**src/rtl/switch_debouncer_pkg.sv**
```systemverilog
// Shared defaults and width helper for the switch debouncer.
package switch_debouncer_pkg;

    localparam int DEB_WIDTH        = 8;
    localparam int DEB_TICK_DIV     = 1000;
    localparam int DEB_STABLE_TICKS = 20;

    // max(1, clog2(n)): a counter for 0..n-1 never collapses to zero bits.
    function automatic int cnt_width(input int n);
        return (n <= 2) ? 1 : $clog2(n);
    endfunction

endpackage

```
**src/rtl/switch_debouncer_debounce_bit.sv**
```systemverilog
// One input bit: 2-flop synchroniser, stability counter, level and edge strobes.
module debounce_bit
    import switch_debouncer_pkg::*;
#(
    parameter int STABLE_TICKS = DEB_STABLE_TICKS
) (
    input  logic clk,
    input  logic rst_n,
    input  logic ena,
    input  logic tick,
    input  logic raw,
    output logic level,
    output logic rise,
    output logic fall,
    output logic accept
);

    localparam int              CW   = cnt_width(STABLE_TICKS);
    localparam logic [CW-1:0]   LAST = CW'(STABLE_TICKS - 1);

    logic          s1, s2;
    logic [CW-1:0] cnt;

    // Next edge commits s2 to level; the top registers the OR of these.
    assign accept = ena && tick && (s2 != level) && (cnt == LAST);

    always_ff @(posedge clk or negedge rst_n) begin
        if (!rst_n) begin
            s1    <= 1'b0;
            s2    <= 1'b0;
            cnt   <= '0;
            level <= 1'b0;
            rise  <= 1'b0;
            fall  <= 1'b0;
        end else begin
            s1   <= raw;
            s2   <= s1;
            rise <= 1'b0;
            fall <= 1'b0;
            if (!ena || s2 == level) begin
                cnt <= '0;
            end else if (tick) begin
                if (cnt == LAST) begin
                    level <= s2;
                    cnt   <= '0;
                    rise  <= s2;
                    fall  <= ~s2;
                end else begin
                    cnt <= cnt + CW'(1);
                end
            end
        end
    end

endmodule

```
**src/rtl/switch_debouncer.sv**
```systemverilog
// WIDTH independent debouncers sharing one sample-tick prescaler.
module switch_debouncer
    import switch_debouncer_pkg::*;
#(
    parameter int WIDTH        = DEB_WIDTH,
    parameter int TICK_DIV     = DEB_TICK_DIV,
    parameter int STABLE_TICKS = DEB_STABLE_TICKS
) (
    input  logic             clk,
    input  logic             rst_n,
    input  logic             ena,
    input  logic [WIDTH-1:0] raw_i,
    output logic [WIDTH-1:0] level_o,
    output logic [WIDTH-1:0] rise_o,
    output logic [WIDTH-1:0] fall_o,
    output logic             any_change_o
);

    localparam int            PW     = cnt_width(TICK_DIV);
    localparam logic [PW-1:0] P_LAST = PW'(TICK_DIV - 1);

    logic [PW-1:0]    pcnt;
    logic             tick;
    logic [WIDTH-1:0] accept;

    assign tick = ena && (pcnt == P_LAST);

    always_ff @(posedge clk or negedge rst_n) begin
        if (!rst_n) begin
            pcnt         <= '0;
            any_change_o <= 1'b0;
        end else begin
            if (!ena || pcnt == P_LAST) pcnt <= '0;
            else                        pcnt <= pcnt + PW'(1);
            any_change_o <= |accept;
        end
    end

    for (genvar i = 0; i < WIDTH; i++) begin : g_bit
        debounce_bit #(.STABLE_TICKS(STABLE_TICKS)) u_bit (
            .clk    (clk),
            .rst_n  (rst_n),
            .ena    (ena),
            .tick   (tick),
            .raw    (raw_i[i]),
            .level  (level_o[i]),
            .rise   (rise_o[i]),
            .fall   (fall_o[i]),
            .accept (accept[i])
        );
    end

endmodule

```
**config.mk**
```make
export PLATFORM = sky130hd
export DESIGN_NAME = switch_debouncer
export DESIGN_NICKNAME = d
export VERILOG_FILES = /design/src/rtl/switch_debouncer_pkg.sv /design/src/rtl/switch_debouncer_debounce_bit.sv /design/src/rtl/switch_debouncer.sv
export SDC_FILE = /design/constraint.sdc
export NUM_CORES = 1
export LEC_CHECK = 0
export ABC_AREA = 0
export BUFFER_PORTS_ARGS = -buffer_cell sky130_fd_sc_hd__buf_2
export CELL_PAD_IN_SITES_DETAIL_PLACEMENT = 0
export CELL_PAD_IN_SITES_GLOBAL_PLACEMENT = 1
export CORE_MARGIN = 4
export CORE_UTILIZATION = 51
export CTS_CLUSTER_DIAMETER = 150
export CTS_CLUSTER_SIZE = 20
export DETAILED_ROUTE_END_ITERATION = 7
export GPL_TIMING_DRIVEN = 0
export PLACE_DENSITY_LB_ADDON = 0.25
export SETUP_SLACK_MARGIN = 0.1
export SKIP_CTS_REPAIR_TIMING = 1
export SLEW_MARGIN = 20
export SYNTH_ARGS = -nofsm -noshare
export SYNTH_HDL_FRONTEND = slang
export SYNTH_HIERARCHICAL = 1
export SYNTH_SLANG_ARGS = --single-unit
```
**constraint.sdc**
```tcl
create_clock -name clk -period 3.7 [get_ports clk]
set_input_delay 0.37 -clock clk [delete_from_list [all_inputs] [get_ports clk]]
set_output_delay 0.37 -clock clk [all_outputs]
set_load 0.01 [all_outputs]
```
==> flow_summary.yaml <==
cells_and_area:
  nets: 442
  postLayoutCoreUtil_pct: 58.6
  area_growth_pct: 12.0
  n_fill_cell: 710
  drive_gt1_share_pct: 21.8
  antenna_cells: 0
setup_path:
  worst_path_largest_cell_delay_ns: 0.61
  crit_family: "simple AND/OR/NAND/NOR gates"
  required_ns: 3.96
  cp-end-kind: "flop"
  crit_slowest_cell: "nor2_1"
  worstPathCellList: "ha_1 > nand3_1 > nor3_2 > nand3_1 > nor2_1 > buf_2 > nand2_1 > or3_1 > a21oi_1"
  crit_path_start_kind: "flop"
  crit_path_frequent_cell: "nand3_1"
  cp.arrival_ns: 3.03
  crit_fanout: 8
  timing.critical_path.buf_inv: 1
  critPathKind: "reg2reg"
grt:
  top_usage_layer: "met2"
  grt_max_degree: 62
  antenna_found_initial: 0
  grt.overflow.total: 0
  grt_pass1_vias: 2816
  track_usage_pct: 16.3
  grt_use_met2_pct: 25.9
  met3_usage_pct: 4.21
  grt_pass1_wl_um: 13000
  use_met1_pct: 22.0
floorplanning:
  dieArea_um2: 9920
  core_region_area_um2: 8180
  rows: 33
  pin_count: 36
  fp.dieH_um: 99.6
  die_width_um: 99.6
  start_util_pct: 52.3
min_path:
  hold_class: "in2reg"
yosys:
  ys_ff_latch: 91
  yosysUniqueCellTypes: 38
  synth_top_area_cell: "dfrtp_1"
  synthTopCellsByArea: "dfrtp_1, nor4bb_4, xor2_1"
  synthArstFlopShare_pct: 100
  ys.flop_type: "dfrtp_1"
  ys_seq_area_share_pct: 53.2
  yosysMostFrequentCell: "dfrtp_1"
  synth_edf_count: 0
  synth_top_area_share_pct: 53.2
  yosys-top-cells-count: "dfrtp_1, nor2_1, nand2_1"
  avgSynthCellArea_um2: 11.4
  syn_inst: 374
  synth_nets: 394
  yosysWarningCount: 6
  syn_area_um2: 4280
sta:
  slew_headroom_pct: 48.8
  setup_viol: 0
  tns_ns: 0
  finalWorstSetupSlack_ns: 0.927
  fmax_ghz: 0.361
  tightest_slew_ns: 0.765
  rsz0062_at_grt: "false"
  min_period_over_period_pct: 74.9
  drv_slew: 0
  clock_skew_ns: 0.00753
  hold_violations: 0
  fin_crit_ns: 2.77
  fin_hold_ws_ns: 0.123
route:
  routed_wl_um: 7250
  viasPerCell: 5.28
  wl_per_cell_um: 13.6
  vias: 2804
  ant_nets: 0
  dr.pass1.iters: 4
  drc: 0
  first_iter_violations: 87
outcome:
  status: "finished clean"
clock_network:
  cts.path.max_buffers: 2
  clkSlewWorstSetupHoldPaths_ns: 0.08
  cts_tree: "done"
  clk_latency_ns: 0.34
  numCtsBuffers: 9
  cts_sinks: 91
  htreeDepth: 3
  ctsRootBufferMaster: "clkbuf_8"
place:
  place_hpwl_um: 5030
  io_buffers: 35
  pre_cts_ws_ns: 0.945
  gp_congestion: 0.749
pwr:
  vdd_drop_max_mv: 0.242
  p_per_area_nw_per_um2: 344
  leakage_nw: 2.33
  fin_total_pwr_mw: 1.65
flow_run:
  maxCapViolations: 0
[stage by stage]
step | cells | area (um2)
after floorplan | 374 | 4280
after global placement | 514 | 4580
after detailed placement | 515 | 4620
after CTS | 530 | 4780
after global routing | 531 | 4790
final | 531 | 4790
[sequential cells by signal, indices dropped and copies added (netlist names)]
signal / flops
pcnt: 10
any_change_o: 1
g_bit.u_bit/rise: 8
g_bit.u_bit/level: 8
g_bit.u_bit/s2: 8
g_bit.u_bit/fall: 8
g_bit.u_bit/s1: 8
g_bit.u_bit/cnt: 40
[cells in the final DEF, fill, tap and decap left out, types with 6 or more instances in the layout]
master    instances
a21oi_1          24
and2b_1           8
and2b_2           8
and4b_1           8
buf_2            42
clkbuf_8         10
dfrtp_1          91
ha_1              9
inv_1            17
mux2_4            8
mux2i_1           8
nand2_1          27
nand2b_1          8
nand3_1           6
nand3_2           8
nand4_1          16
nor2_1           39
nor4bb_4          8
o21ai_0          16
or3_1             9
or3b_1            8
xor2_1           19
[power breakdown]
part           internal, mW  switching [mW]
Sequential             1.01          0.0126
Clock                 0.259           0.316
Combinational        0.0159          0.0403
Total                  1.28           0.369
[layout make-up]
cell class	count	area, um2	share of cell area (%)
Inverter	17	63.8	1.33
Clock inverter	2	12.5	0.261
Multi-Input combinational cell	258	1900	39.6
Timing Repair Buffer	37	219	4.57
Tap cell	105	131	2.74
Clock buffer	13	149	3.11
Sequential cell	91	2280	47.5
Buffer	8	40.0	0.836
[logic make-up (layout without fill, tap and decap cells)]
logic type	after synthesis	in the layout	share of synthesized area, %
AO/OA/AOI/OAI	47	47	5.94
buffers and inverters	25	77	2.43
AND/OR/NAND/NOR	165	165	26.8
flip-flops	91	91	53.2
adder cells (fa/ha/maj)	9	9	2.63
multiplexers	16	16	4.68
XOR/XNOR	21	21	4.30
[worst paths after layout]
path | startpoint | endpoint | slack [ns] | cells past startpoint
worst max-delay path | pcnt[0] | g_bit[3].u_bit/cnt[2] | 0.93 | 9
worst max register to register | pcnt[0] | g_bit[3].u_bit/cnt[2] | 0.93 | 9
worst min register to register | g_bit[1].u_bit/s1 | g_bit[1].u_bit/s2 | 0.35 | 0
max in group asynchronous | rst_n | pcnt[0] | 2.67 | 3
min in group asynchronous | rst_n | g_bit[5].u_bit/cnt[3] | 0.45 | 2
worst min-delay path | raw_i[7] | g_bit[7].u_bit/s1 | 0.12 | 1
[routing by layer]
layer,wire length (um),vias up
met1,3550,1370
li1,-,1396
met4,87,0
met5,0,-
met3,251,6
met2,3360,32
No activity file was read; power rests on OpenSTA's default activity.
